**src/rtl/uart_receiver.sv**
```systemverilog
// uart_receiver: 8N1 serial receiver with two-flop rx synchroniser, mid-bit sampling,
// ready/valid byte output and single-cycle framing/overrun pulses.
module uart_receiver #(
    parameter int CLOCK_FREQUENCY = 50000000,
    parameter int BAUD_RATE       = 115200
) (
    input  logic       clock,
    input  logic       reset,
    input  logic       rx,
    output logic [7:0] data,
    output logic       valid,
    input  logic       ready,
    output logic       framing_error,
    output logic       overrun
);
    localparam int DIV = CLOCK_FREQUENCY / BAUD_RATE;
    localparam int CW  = $clog2(DIV);
    localparam logic [CW-1:0] FULL = CW'(DIV - 1);
    localparam logic [CW-1:0] HALF = CW'(DIV / 2 - 1);

    if (DIV < 4) begin : g_div_check
        $error("uart_receiver: CLOCK_FREQUENCY / BAUD_RATE must be at least 4");
    end

    typedef enum logic [2:0] {IDLE, START, DATA, STOP, BREAK} state_t;

    state_t        state_q, state_d;
    logic [CW-1:0] cnt_q, cnt_d;
    logic [2:0]    idx_q, idx_d;
    logic [7:0]    shift_q, shift_d;
    logic [1:0]    sync_q, sync_d;
    logic [7:0]    data_q, data_d;
    logic          valid_q, valid_d;
    logic          fe_q, fe_d;
    logic          ov_q, ov_d;
    logic          rx_s, tick;

    assign rx_s = sync_q[1];
    assign tick = cnt_q == '0;

    always_comb begin
        sync_d  = {sync_q[0], rx};
        state_d = state_q;
        cnt_d   = tick ? cnt_q : cnt_q - 1'b1;
        idx_d   = idx_q;
        shift_d = shift_q;
        data_d  = data_q;
        valid_d = valid_q && !ready;
        fe_d    = 1'b0;
        ov_d    = 1'b0;
        case (state_q)
            IDLE: if (!rx_s) begin
                state_d = START;
                cnt_d   = HALF;
            end
            START: if (tick) begin
                state_d = rx_s ? IDLE : DATA;
                cnt_d   = FULL;
                idx_d   = 3'd0;
            end
            DATA: if (tick) begin
                shift_d = {rx_s, shift_q[7:1]};
                cnt_d   = FULL;
                idx_d   = idx_q + 3'd1;
                state_d = idx_q == 3'd7 ? STOP : DATA;
            end
            STOP: if (tick) begin
                state_d = rx_s ? IDLE : BREAK;
                fe_d    = !rx_s;
                // A byte still held and not being accepted this cycle wins over the new one.
                if (rx_s && (!valid_q || ready)) begin
                    data_d  = shift_q;
                    valid_d = 1'b1;
                end
                ov_d = rx_s && valid_q && !ready;
            end
            BREAK: state_d = rx_s ? IDLE : BREAK;
            default: state_d = IDLE;
        endcase
    end

    always_ff @(posedge clock or posedge reset) begin
        if (reset) begin
            state_q <= IDLE;
            cnt_q   <= '0;
            idx_q   <= 3'd0;
            shift_q <= 8'h00;
            sync_q  <= 2'b11;
            data_q  <= 8'h00;
            valid_q <= 1'b0;
            fe_q    <= 1'b0;
            ov_q    <= 1'b0;
        end else begin
            state_q <= state_d;
            cnt_q   <= cnt_d;
            idx_q   <= idx_d;
            shift_q <= shift_d;
            sync_q  <= sync_d;
            data_q  <= data_d;
            valid_q <= valid_d;
            fe_q    <= fe_d;
            ov_q    <= ov_d;
        end
    end

    assign data          = data_q;
    assign valid         = valid_q;
    assign framing_error = fe_q;
    assign overrun       = ov_q;
endmodule

```
**config.mk**
```make
export PLATFORM = sky130hd
export DESIGN_NAME = uart_receiver
export DESIGN_NICKNAME = d
export VERILOG_FILES = /design/src/rtl/uart_receiver.sv
export SDC_FILE = /design/constraint.sdc
export NUM_CORES = 1
export LEC_CHECK = 0
export BUFFER_PORTS_ARGS = -buffer_cell sky130_fd_sc_hd__buf_4
export CORE_AREA = 2 2 54 81
export CTS_CLUSTER_DIAMETER = 50
export DETAILED_ROUTE_END_ITERATION = 10
export DIE_AREA = 0 0 56 83
export PLACE_DENSITY = 0.69
export SYNTH_ARGS = -nofsm -noshare
export SYNTH_HDL_FRONTEND = slang
export SYNTH_SLANG_ARGS = --single-unit
```
**constraint.sdc**
```tcl
create_clock -name clock -period 3.6 [get_ports clock]
set_input_delay 0.18 -clock clock [delete_from_list [all_inputs] [get_ports clock]]
set_output_delay 0.18 -clock clock [all_outputs]
set_load 0.005 [all_outputs]
```
==> impl_metrics.env, run 1 <==
export IMPL_netlist_area_sq_um=1710
export IMPL_cts_tree="built"
export IMPL_synth_xor_area_frac=0.01024
export IMPL_drive_gt1_frac=0.2857
export IMPL_synth_area_leaders="dfrtp_1 50%, mux2_2 11%, ha_1 3.7%, nand2_1 3.3%, dfstp_2 3.1%"
export IMPL_synth_avg_cell_area_sq_um=11.56
export IMPL_clock_path_buffers=2
export IMPL_rows=28
export IMPL_netlist_instances=148
export IMPL_drc=0
export IMPL_path_clk_slew_ns=0.08
export IMPL_cap_violations=0
export IMPL_final_cells=213
export IMPL_drtPass1Iterations=4
export IMPL_synthSimpleGateAreaFrac=0.1843
export IMPL_syn_num_nets=157
export IMPL_grt_pass1_wl_um=5720
export IMPL_num_io_pins=15
export IMPL_yosysUniqueCellTypes=39
export IMPL_numCtsBuffers=5
export IMPL_fp_dieW_um=56
export IMPL_synth_warnings=0
export IMPL_ir_drop_v=0.0002771
export IMPL_synth_area_leader_cell="dfrtp_1"
export IMPL_clkLatencyLatePin_ns=0.29
export IMPL_place_hpwl_um=2483
export IMPL_start_kind="flop"
export IMPL_grt_pass1_vias=1248
export IMPL_synthAdderAreaFrac=0.03658
export IMPL_die_area_sq_um=4648
export IMPL_numPortBuffers=14
export IMPL_synth_edf_count=0
export IMPL_grt_setup_unrepaired="false"
export IMPL_cts_sinks=36
export IMPL_synth_top_family_by_area="simple AND/OR/NAND/NOR gates"
export IMPL_p_leak_nw=0.9664
export IMPL_post_cts_buffers=0
export IMPL_hp_class="in2async"
export IMPL_slew_viol_final=0
export IMPL_grt_usage=0.1557
export IMPL_drtIter0Drc=33
export IMPL_gp_congestion=0.8890
export IMPL_wirelength_um=3284
export IMPL_diodes=0
export IMPL_ys_flop_type="dfrtp_1"
export IMPL_pwr_density_cell_nw_per_um2=390.2
export IMPL_async_flop_share=1.000
export IMPL_antenna_found_initial=0
export IMPL_synth_top_area_frac=0.4974
export IMPL_path_class="reg2reg"
export IMPL_yosysSeqAreaShare=0.5282
export IMPL_path_max_fanout=6
export IMPL_dr_total_vias=1178
export IMPL_htree_levels=2
export IMPL_initial_utilization=0.4359
export IMPL_maxSlewHeadroom=0.3563
export IMPL_grt_overflow_total=0
export IMPL_cp_end_kind="flop"
export IMPL_place_ws_ns=1.149
export IMPL_finalWorstSetupSlack_ns=1.097
export IMPL_cts_resized_gates=0
export IMPL_worst_pin_slew_ns=0.9645
export IMPL_vias_per_cell=5.531
export IMPL_synth_seq_cells=36
export IMPL_setup_tns_ns=0
export IMPL_crit_required_ns=3.76
export IMPL_syn2layout_area_growth_pct=15.87
export IMPL_finClkSkew_ns=0.01473
export IMPL_fin_crit_ns=2.503
export IMPL_synth_compound_area_share=0.1010
export IMPL_fmax_ghz=0.3995
export IMPL_grt_max_degree=27
export IMPL_antenna_left=0
export IMPL_dp_cells=204
export IMPL_die_height_um=83
export IMPL_cts_root_buf="clkbuf_8"
export IMPL_wl_per_cell_um=15.42
export IMPL_layout_nets=176
export IMPL_synth_mux_area_frac=0.1178
export IMPL_timing_final_hold_violations=0
export IMPL_period_share=0.6954
export IMPL_setup_viol=0
export IMPL_cp_data_arrival_time_ns=2.66
export IMPL_core_area_sq_um=3924
export IMPL_status="finished clean"
export IMPL_p_total_mw=0.7733
export IMPL_postLayoutCoreUtil=0.5051
-- worst max-delay path, cell delays in order, from the launching register on --
cell and delay (ns):
dfrtp_1 0.43, inv_1 0.12, ha_1 0.22, or4b_4 0.53, nor2_4 0.19, inv_1 0.11
ha_1 0.32, nand2_1 0.08, nor2_1 0.04, a211oi_1 0.23, o21ai_0 0.12
-- cell usage after synthesis (2+ instances only) --
library cell / instances
dfrtp_1: 34
mux2_2: 17
nand2_1: 15
nor2_1: 12
a21oi_1: 7
ha_1: 5
inv_1: 5
nand2b_1: 5
a211oi_1: 4
nor3_1: 4
clkbuf_1: 3
nand3_1: 3
nor2b_1: 3
a21o_1: 2
a22o_1: 2
dfstp_2: 2
o211ai_1: 2
o21ai_0: 2
-- power by group --
group / switching, mW / internal (mW) / leakage, nW
Clock: 0.147 / 0.205 / 0.0541
Combinational: 0.00916 / 0.00428 / 0.434
Sequential: 0.00137 / 0.406 / 0.478
-- worst paths after layout --
path / slack [ns] / end / cells past startpoint / start
setup / recovery: 1.10 / cnt_q[0]$_DFF_PP0_ / 10 / cnt_q[0]$_DFF_PP0_
hold / removal: 0.11 / cnt_q[8]$_DFF_PP0_ / 2 / reset
setup reg to reg: 1.10 / cnt_q[0]$_DFF_PP0_ / 10 / cnt_q[0]$_DFF_PP0_
hold reg to reg: 0.35 / sync_q[1]$_DFF_PP1_ / 0 / sync_q[0]$_DFF_PP1_
max in group asynchronous: 2.77 / data[7]$_DFFE_PP0P_ / 3 / reset
min in group clock: 0.26 / overrun$_DFF_PP0_ / 3 / ready
-- per-layer routing --
metal	track usage	vias to the layer above	part of all wire	wire length, um
li1	-	561	-	-
met1	0.1704	585	0.39	1293
met2	0.2802	24	0.55	1819
met3	0.03583	8	0.029	96
met4	0.06710	0	0.023	75
met5	0	-	0	0
-- cells in the final DEF (no fill, tap or decap), drive strengths merged, types with 2 or more instances in the layout --
cell type and count:
dfrtp 34, mux2 17, nand2 15, buf 15, nor2 13, a21oi 7
nand2b 5, inv 5, ha 5, clkbuf 5, a211oi 4, nor3 4
nor2b 3, nand3 3, a22o 2, o211ai 2, o21ai 2, a21o 2
dfstp 2, nand3b 2
-- cell type report --
class	instances	area, sq um
clock buffer	5	68.82
clock inverter	3	42.54
fill	372	1942
inverter	5	18.77
multi-input combinational	103	769.5
sequential	36	903.4
tap	45	56.30
timing repair buffer	16	122.6
-- metrics by stage --
step,hold slack [ns],area [sq um]
detailed placement,0.2893,1861
finish,0.1103,1982
CTS,0.1683,1982
global route,0.2214,1982
global placement,0.2901,1861
floorplan,0.1845,1710
-- sequential cells by signal, indices dropped and copies added (netlist names) --
| signal | flops |
|---|---|
| valid | 1 |
| state_q | 3 |
| idx_q | 3 |
| framing_error | 1 |
| data | 8 |
| overrun | 1 |
| sync_q | 2 |
| cnt_q | 9 |
| shift_q | 8 |
-- what timing repair did --
item,in CTS,in global routing
hold buffers,1,0
endpoints found under the hold margin,1,0
endpoints found under the setup margin,0,0
-- kinds of logic (layout without fill, tap and decap cells) --
group	count (synthesis)	after routing
fa+ha+maj	5	5
mux	18	18
compound gates	24	24
simple gates	54	54
xor+xnor	2	2
buf+inv	9	29
flops	36	36
Power figures use the tool's default switching activity.
==> run 2, diff against run 1 <==
Settings changed: PLACE_DENSITY 0.69 to 0.71.
Clock period 3.6 ns to 2.1 ns, I/O delays scaled along.
==> impl_metrics.env, run 2 (synthesis results as in run 1) <==
export IMPL_wirelength_um=3393
export IMPL_initial_utilization=0.4359
export IMPL_num_io_pins=15
export IMPL_rows=28
export IMPL_r2r_cells=9
export IMPL_regArea_sq_um=903.4
export IMPL_ir_drop_v=0.0004488
export IMPL_drtIter0Drc=34
export IMPL_core_area_sq_um=3924
export IMPL_drtPass1Iterations=4
export IMPL_slowest_delay_ns=0.50
export IMPL_cts_sinks=36
export IMPL_gp_congestion=0.8394
export IMPL_place_hpwl_um=2453
export IMPL_whs_ns=0.1603
export IMPL_place_area_sq_um=1946
export IMPL_htree_levels=2
export IMPL_period_share=0.9547
export IMPL_place_ws_ns=0.05105
export IMPL_wl_per_cell_um=15.01
export IMPL_p_total_mw=1.386
export IMPL_regMostFlops="cnt_q"
export IMPL_final_cell_mix="34 x dfrtp_1, 27 x buf_4, 17 x mux2_2, 15 x nand2_1, 10 x nor2_1"
export IMPL_vias_per_cell=5.491
export IMPL_crit_path_cell_trace="inv_2, ha_4, or4b_4, nor2_4, inv_2, ha_4, nand2_1, o311a_1, o21ai_1"
export IMPL_finClkSkew_ns=0.006413
export IMPL_path_class="reg2reg"
export IMPL_grt_overflow_total=0
export IMPL_final_cells=226
export IMPL_r2r_start="cnt_q[1]$_DFF_PP0_"
export IMPL_grt_setup_unrepaired="true"
export IMPL_dp_cells=212
export IMPL_path_max_fanout=5
export IMPL_r2r_slack_ns=0.1
export IMPL_die_area_sq_um=4648
export IMPL_layout_commonest_cell="dfrtp_1"
export IMPL_grt_usage=0.1593
export IMPL_grt_pass1_vias=1270
export IMPL_cp_end_kind="flop"
export IMPL_crit_path_start="cnt_q[1]$_DFF_PP0_"
export IMPL_design_area_sq_um=2132
export IMPL_multiInputGateArea_sq_um=804.5
export IMPL_path_clk_slew_ns=0.07
export IMPL_antenna_left=0
export IMPL_status="finished clean"
export IMPL_cts_root_buf="clkbuf_8"
export IMPL_setup_tns_ns=0
export IMPL_start_kind="flop"
export IMPL_r2r_end="cnt_q[0]$_DFF_PP0_"
export IMPL_grt_pass1_wl_um=5892
export IMPL_diodes=0
export IMPL_p_leak_nw=1.048
export IMPL_drc=0
export IMPL_timing_final_hold_violations=0
export IMPL_hp_class="in2reg"
export IMPL_postLayoutCoreUtil=0.5434
export IMPL_setup_viol=0
export IMPL_maxSlewHeadroom=0.7020
export IMPL_syn2layout_area_growth_pct=24.65
export IMPL_cts_tree="built"
export IMPL_slew_viol_final=0
export IMPL_drive_gt1_frac=0.3757
export IMPL_pwr_density_cell_nw_per_um2=650.1
export IMPL_clkLatencyLatePin_ns=0.29
export IMPL_finalWorstSetupSlack_ns=0.09519
export IMPL_fillers=342
export IMPL_cp_data_arrival_time_ns=2.23
export IMPL_crit_end="cnt_q[0]$_DFF_PP0_"
export IMPL_die_height_um=83
export IMPL_fin_crit_ns=2.005
export IMPL_numPortBuffers=14
export IMPL_clock_path_buffers=2
export IMPL_fmax_ghz=0.4988
export IMPL_cp_slowest_cell="or4b_4"
export IMPL_fp_dieW_um=56
export IMPL_cap_violations=0
export IMPL_largest_reg_flops=9
export IMPL_dr_total_vias=1241
export IMPL_numCtsBuffers=5
export IMPL_antenna_found_initial=0
export IMPL_layout_nets=189
export IMPL_grt_max_degree=37
export IMPL_crit_required_ns=2.32
export IMPL_worst_pin_slew_ns=0.4470
## run 2: worst min path at each step
stage | end | cells past startpoint | slack (ns) | start
final | valid$_DFF_PP0_ | 3 | 0.16 | ready
after global routing | overrun$_DFF_PP0_ | 3 | 0.17 | ready
after detailed placement | sync_q[0]$_DFF_PP1_ | 1 | 0.21 | rx
after CTS | valid$_DFF_PP0_ | 3 | 0.16 | ready
after global placement | sync_q[0]$_DFF_PP1_ | 1 | 0.21 | rx
after floorplan | sync_q[0]$_DFF_PP1_ | 0 | 0.11 | rx
## run 2: worst max-delay path: cells and delay by family, from the launching register on
| family | cells | cell delay [ns] |
|---|---|---|
| flops | 1 | 0.40 |
| compound gates | 2 | 0.27 |
| buf+inv | 2 | 0.17 |
| simple gates | 3 | 0.69 |
| fa+ha+maj | 2 | 0.42 |
## run 2: final cells by class
cell class / count / share of cell area
flip-flops and latches: 36 / 0.4237
multi-input cells: 103 / 0.3773
repair buffers: 29 / 0.1045
clock buffers: 7 / 0.04519
well taps: 45 / 0.02641
clock inverters: 1 / 0.01408
inverters: 5 / 0.008803
## run 2: report_power, final
| part | internal [mW] | switching [mW] |
|---|---|---|
| clock network | 0.419 | 0.243 |
| registers | 0.697 | 0.00193 |
| logic | 0.00862 | 0.0165 |
| total | 1.12 | 0.262 |
## run 2: layer usage
metal / vias up / part of all wire / global-route usage
li1: 591 / - / -
met1: 622 / 0.39 / 0.1758
met2: 24 / 0.56 / 0.2909
met3: 4 / 0.033 / 0.04050
met4: 0 / 0.012 / 0.05195
met5: - / 0 / 0
## run 2: what timing repair did
| item | CTS | global route |
|---|---|---|
| buffers inserted | 0 | 4 |
| resized for setup | 0 | 4 |
| endpoints found under the hold margin | 35 | 0 |
| endpoints found under the setup margin | 0 | 1 |
| hold buffers | 2 | 0 |
